`config.mk`:
```
export PLATFORM = sky130hd
export DESIGN_NAME = branch_train_unit
export DESIGN_NICKNAME = d
export VERILOG_FILES = /design/src/rtl/branch_train_unit.sv
export SDC_FILE = /design/constraint.sdc
export NUM_CORES = 2
export LEC_CHECK = 0
export ABC_CLOCK_PERIOD_IN_PS = 28900
export CAP_MARGIN = 10
export CORE_MARGIN = 5
export CORE_UTILIZATION = 49
export DETAILED_ROUTE_END_ITERATION = 8
export DONT_BUFFER_PORTS = 1
export HOLD_SLACK_MARGIN = 0.06
export PLACE_DENSITY = 0.62
export SYNTH_ARGS = -nofsm -noshare
export SYNTH_HDL_FRONTEND = slang
export SYNTH_SLANG_ARGS = --single-unit
```
`constraint.sdc`:
```
create_clock -name clk_i -period 28.9 [get_ports clk_i]
set_input_delay 2.89 -clock clk_i [delete_from_list [all_inputs] [get_ports clk_i]]
set_output_delay 2.89 -clock clk_i [all_outputs]
set_load 0.005 [all_outputs]
```
`src/rtl/branch_train_unit.sv`:
```
// Tournament branch predictor training unit: owns local/global/choice PHTs and the committed
// global history, applies one retiring-branch update per cycle and serves a combinational fetch lookup.
module branch_train_unit #(
  parameter int IDX_W  = 8,
  parameter int HIST_W = 8,
  parameter int PC_W   = 32
) (
  input  logic              clk_i,
  input  logic              rst,
  input  logic              MD_train_vaild_i,
  input  logic              MD_jal_i,
  input  logic              MD_train_taken_i,
  input  logic              MD_train_predict_i,
  input  logic              MD_train_global_predict_i,
  input  logic              MD_train_local_predict_i,
  input  logic [HIST_W-1:0] MD_train_global_history_i,
  input  logic [PC_W-1:0]   MD_PC_i,
  input  logic [PC_W-1:0]   F_PC_i,
  input  logic [HIST_W-1:0] F_history_i,
  output logic              F_predict_o,
  output logic              F_global_predict_o,
  output logic              F_local_predict_o,
  output logic              init_done_o,
  output logic              mispredict_o,
  output logic [HIST_W-1:0] recover_history_o,
  output logic [HIST_W-1:0] commit_history_o
);

  localparam int DEPTH = 1 << IDX_W;
  localparam int FOLD_W = (IDX_W < HIST_W) ? IDX_W : HIST_W;

  typedef enum logic {INIT, RUN} state_t;

  state_t           state;
  logic [IDX_W-1:0] init_cnt;

  logic [1:0] lpht [DEPTH];
  logic [1:0] gpht [DEPTH];
  logic [1:0] cpht [DEPTH];

  function automatic logic [IDX_W-1:0] fold_hist(input logic [HIST_W-1:0] h);
    logic [IDX_W-1:0] r;
    r = '0;
    r[FOLD_W-1:0] = h[FOLD_W-1:0];
    return r;
  endfunction

  function automatic logic [1:0] sat_inc(input logic [1:0] c);
    return (c == 2'b11) ? c : c + 2'b01;
  endfunction

  function automatic logic [1:0] sat_dec(input logic [1:0] c);
    return (c == 2'b00) ? c : c - 2'b01;
  endfunction

  // Choice moves toward whichever component alone got the direction right.
  function automatic logic [1:0] choice_next(input logic [1:0] c, input logic g_ok,
                                             input logic l_ok);
    if (g_ok && !l_ok) return sat_inc(c);
    if (!g_ok && l_ok) return sat_dec(c);
    return c;
  endfunction

  logic             train_go;
  logic             md_miss;
  logic [IDX_W-1:0] md_lidx;
  logic [IDX_W-1:0] md_gidx;

  assign train_go = (state == RUN) && MD_train_vaild_i && !MD_jal_i;
  assign md_miss  = MD_train_predict_i != MD_train_taken_i;
  assign md_lidx  = MD_PC_i[IDX_W+1:2];
  assign md_gidx  = md_lidx ^ fold_hist(MD_train_global_history_i);

  // ---- p0 -> p1: retiring branch captured into the update register ----
  logic             vld_p1;
  logic [IDX_W-1:0] lidx_p1;
  logic [IDX_W-1:0] gidx_p1;
  logic             taken_p1;
  logic             gpred_p1;
  logic             lpred_p1;

  always_ff @(posedge clk_i) begin
    if (train_go) begin
      lidx_p1  <= md_lidx;
      gidx_p1  <= md_gidx;
      taken_p1 <= MD_train_taken_i;
      gpred_p1 <= MD_train_global_predict_i;
      lpred_p1 <= MD_train_local_predict_i;
    end
  end

  // ---- p1: read-modify-write of the three tables ----
  logic [1:0] lnew_p1;
  logic [1:0] gnew_p1;
  logic [1:0] cnew_p1;

  always_comb begin
    lnew_p1 = taken_p1 ? sat_inc(lpht[lidx_p1]) : sat_dec(lpht[lidx_p1]);
    gnew_p1 = taken_p1 ? sat_inc(gpht[gidx_p1]) : sat_dec(gpht[gidx_p1]);
    cnew_p1 = choice_next(cpht[lidx_p1], gpred_p1 == taken_p1, lpred_p1 == taken_p1);
  end

  always_ff @(posedge clk_i) begin
    if (state == INIT) begin
      lpht[init_cnt] <= 2'b01;
      gpht[init_cnt] <= 2'b01;
      cpht[init_cnt] <= 2'b10;
    end else if (vld_p1) begin
      lpht[lidx_p1] <= lnew_p1;
      gpht[gidx_p1] <= gnew_p1;
      cpht[lidx_p1] <= cnew_p1;
    end
  end

  always_ff @(posedge clk_i or posedge rst) begin
    if (rst) begin
      state             <= INIT;
      init_cnt          <= '0;
      init_done_o       <= 1'b0;
      vld_p1            <= 1'b0;
      mispredict_o      <= 1'b0;
      recover_history_o <= '0;
      commit_history_o  <= '0;
    end else begin
      vld_p1            <= train_go;
      mispredict_o      <= train_go && md_miss;
      recover_history_o <= (train_go && md_miss) ?
                           {MD_train_global_history_i[HIST_W-2:0], MD_train_taken_i} : '0;
      if (vld_p1) commit_history_o <= {commit_history_o[HIST_W-2:0], taken_p1};
      case (state)
        INIT: begin
          init_cnt <= init_cnt + 1'b1;
          if (&init_cnt) begin
            state       <= RUN;
            init_done_o <= 1'b1;
          end
        end
        default: state <= RUN;
      endcase
    end
  end

  // Fetch lookup; an in-flight update to the same entry is forwarded over the stale array value.
  logic [IDX_W-1:0] f_lidx;
  logic [IDX_W-1:0] f_gidx;
  logic [1:0]       f_lcnt;
  logic [1:0]       f_gcnt;
  logic [1:0]       f_ccnt;
  logic             run;

  assign run    = state == RUN;
  assign f_lidx = F_PC_i[IDX_W+1:2];
  assign f_gidx = f_lidx ^ fold_hist(F_history_i);
  assign f_lcnt = (vld_p1 && f_lidx == lidx_p1) ? lnew_p1 : lpht[f_lidx];
  assign f_gcnt = (vld_p1 && f_gidx == gidx_p1) ? gnew_p1 : gpht[f_gidx];
  assign f_ccnt = (vld_p1 && f_lidx == lidx_p1) ? cnew_p1 : cpht[f_lidx];

  assign F_local_predict_o  = run && f_lcnt[1];
  assign F_global_predict_o = run && f_gcnt[1];
  assign F_predict_o        = run && (f_ccnt[1] ? f_gcnt[1] : f_lcnt[1]);

  logic unused_pc_bits;
  assign unused_pc_bits = ^{MD_PC_i[PC_W-1:IDX_W+2], MD_PC_i[1:0],
                            F_PC_i[PC_W-1:IDX_W+2], F_PC_i[1:0],
                            MD_train_global_history_i[HIST_W-1]};

endmodule

```
==> results.yml <==
power_and_ir_drop:
  ir_drop_v: 0.0000541
  pwr_density_cell_nw_per_um2: 59.5
  p_leak_nw: 23.2
global_route:
  grtUsageTotal_pct: 26.3
  grt_max_degree: 257
  busiest_layer: "met2"
  grt_antenna_before_repair: 2
  overflow: 0
  first_global_vias: 40200
  grt_pass1_wl_um: 288000
  grtUsageMet2_pct: 40.0
  grt.met3_usage_pct: 6.43
  use_met1_pct: 38.3
critical_path:
  crit_family: "buffers and inverters"
  worstPathArrival_ns: 7.34
  crit_type: "reg2out"
  path_cells: "buf_4, buf_12, buf_4, buf_4, mux4_2, a22oi_1, a21oi_1, a211o_1, o32ai_1, nor3_2, o311ai_1, nand4_1, a21oi_1, mux2_2"
  cp-end-kind: "primary output"
  cp_max_fo: 60
  crit_path_top_delay_cell: "buf_4"
  critical-path-max-stage-delay_ns: 0.73
  critPathRequiredTime_ns: 26.01
  r2r_setup_slack_ns: 21.17
  critical_path.most_common_cell: "buf_4"
  cp.buffers_inverters: 4
  start_kind: "register"
cts:
  clk_path_buf_depth: 3
  insertion_delay_ns: 0.82
  cts_resized: 0
  cts_hold_buf: 0
  cts_tree: "done"
  cts_setup_buffers: 0
  path_clk_slew_ns: 0.06
  cts_sinks: 1599
  numCtsBuffers: 166
  htree_levels: 4
  clockRootBuffer: "clkbuf_16"
drt:
  detail_route.wl_per_cell_um: 33.2
  routed_wl_um: 200000
  dr_total_vias: 40000
  first_iter_violations: 5162
  drc_errors: 0
  vias_per_cell: 6.64
  drt_pass1_iterations: 6
  ant_nets: 0
timing:
  hold_viol_final: 0
  worst_slew_pin_slew_ns: 1.38
  fin_skew_ns: 0.0506
  setup_tns_ns: 0
  rsz0062_at_grt: "no"
  final_max_slew_viol_count: 0
  max_slew_margin_pct: 8.31
  period_needed_ns: 10.23
  setup_viol_count_final: 0
  layout_setup_ws_ns: 18.67
  timing.fmax_mhz: 97.7
  timing.final.crit_share_pct: 35.4
floorplan:
  die_y_um: 390
  design.die.area_um2: 152000
  pin_count: 109
  num_rows: 139
  die_width_um: 390
  core_region_area_um2: 144000
  start_util_pct: 49.3
worst_hold_path:
  min_path_type: "reg2reg"
synthesis:
  ys.flop_type: "edfxtp_1"
  synth.ff_latch_count: 1599
  synth.largest_area_cell: "edfxtp_1"
  synth_edf_count: 1555
  ys_top_cells_by_count: "edfxtp_1 (1555), nor2_1 (578), mux4_2 (562)"
  ys_types: 75
  syn-mean-instance-area_um2: 17.6
  synth_area_leaders: "edfxtp_1 (66%), mux4_2 (18%), nor2_1 (3.1%), mux2i_1 (2.9%), nand2_1 (1.2%)"
  yosysTopAreaCellShare_pct: 66.0
  synthCells: 4012
  synth.most_common_cell: "edfxtp_1"
  syn_area_um2: 70800
  ys.warnings.count: 0
  syn-num-nets: 4101
  async_flop_share_pct: 1.75
  yosysSeqAreaShare_pct: 67.4
job:
  drv_cap: 0
placed_design:
  place_congestion: 0.851
  io_buffers: 0
  dpl.hpwl_um: 120000
  dp_cells: 5721
  dp_slack_ns: 18.83
finish:
  layout-drive-gt1-share_pct: 23.3
  nets: 4075
  finalNonFillerCells: 6024
  synthToLayoutAreaGrowth_pct: 10.1
run_status:
  outcome: "complete, no violations"
-- layout by cell type (no fill, tap or decap), types with 40 or more instances in the layout --
cell,instances
buf_4,85
o21ai_0,43
clkinv_1,40
nor2_1,574
mux2i_1,204
a21oi_1,68
edfxtp_1,1555
nand2_1,209
clkbuf_16,166
mux4_2,562
-- final cells by class --
class | count | area (um^2)
Clock inverter | 98 | 907
Antenna cell | 2 | 5.00
Clock buffer | 203 | 4360
Multi-Input combinational cell | 2106 | 21700
Tap cell | 1903 | 2380
Sequential cell | 1599 | 47700
Timing Repair Buffer | 91 | 758
Fill cell | 11400 | 65700
Inverter | 22 | 82.6
-- registers in the layout (all words and copies together), names as in the netlist, named ones only --
register,cells
mispredict_o,1
run,1
lidx_p1,8
lpht,512
init_done_o,1
gpht,512
recover_history_o,8
gidx_p1,8
taken_p1,1
init_cnt,8
gpred_p1,1
commit_history_o,8
lpred_p1,1
vld_p1,1
cpht,512
-- per-layer routing --
metal / routed length (um) / up-vias
met5: 7 / -
met4: 5960 / 2
met3: 21600 / 362
met2: 91800 / 2162
met1: 80900 / 21300
li1: - / 16200
-- per-stage QoR --
step | total power (W) | utilization, % | hold slack (ns) | area, um^2
3_5_place_dp | 0.00261 | 50.6 | 0.534 | 72700
3_3_place_gp | 0.00261 | 50.6 | 0.534 | 72700
2_1_floorplan | 0.00261 | - | 0.466 | 70800
6_report | 0.00463 | 54.3 | 0.556 | 77900
5_1_grt | 0.00476 | 54.3 | 0.574 | 77900
4_1_cts | 0.00466 | 54.3 | 0.557 | 77900
-- where the power goes --
| group | total, W | switching, W | leakage [nW] | internal, W |
|---|---|---|---|---|
| clock network | 0.00207 | 0.000916 | 2.57 | 0.00116 |
| logic | 0.0000583 | 0.0000326 | 6.43 | 0.0000257 |
| registers | 0.00250 | 0 | 14.2 | 0.00250 |
-- cell families (layout without fill, tap and decap cells) --
family / count (synthesis) / in the layout / share of synthesized area (%)
flip-flops: 1599 / 1599 / 67.4
AND/OR/NAND/NOR: 915 / 915 / 5.23
multiplexers: 789 / 789 / 21.1
AO/OA/AOI/OAI: 356 / 356 / 3.49
buffers and inverters: 307 / 414 / 2.15
XOR/XNOR: 42 / 42 / 0.520
adder cells (fa/ha/maj): 4 / 4 / 0.0601
other: 0 / 2 / 0
-- worst paths after layout --
check	startpoint	end	depth (start not counted)
setup reg to reg	register	lpht[108][1]	16
min in group asynchronous	rst	commit_history_o[5]	2
max in group asynchronous	rst	recover_history_o[0]	2
hold reg to reg	commit_history_o[7]	commit_history_o[7]	1
setup / recovery	register	F_predict_o	14
hold / removal	commit_history_o[7]	commit_history_o[7]	1
No activity file was read; power rests on OpenSTA's default activity.
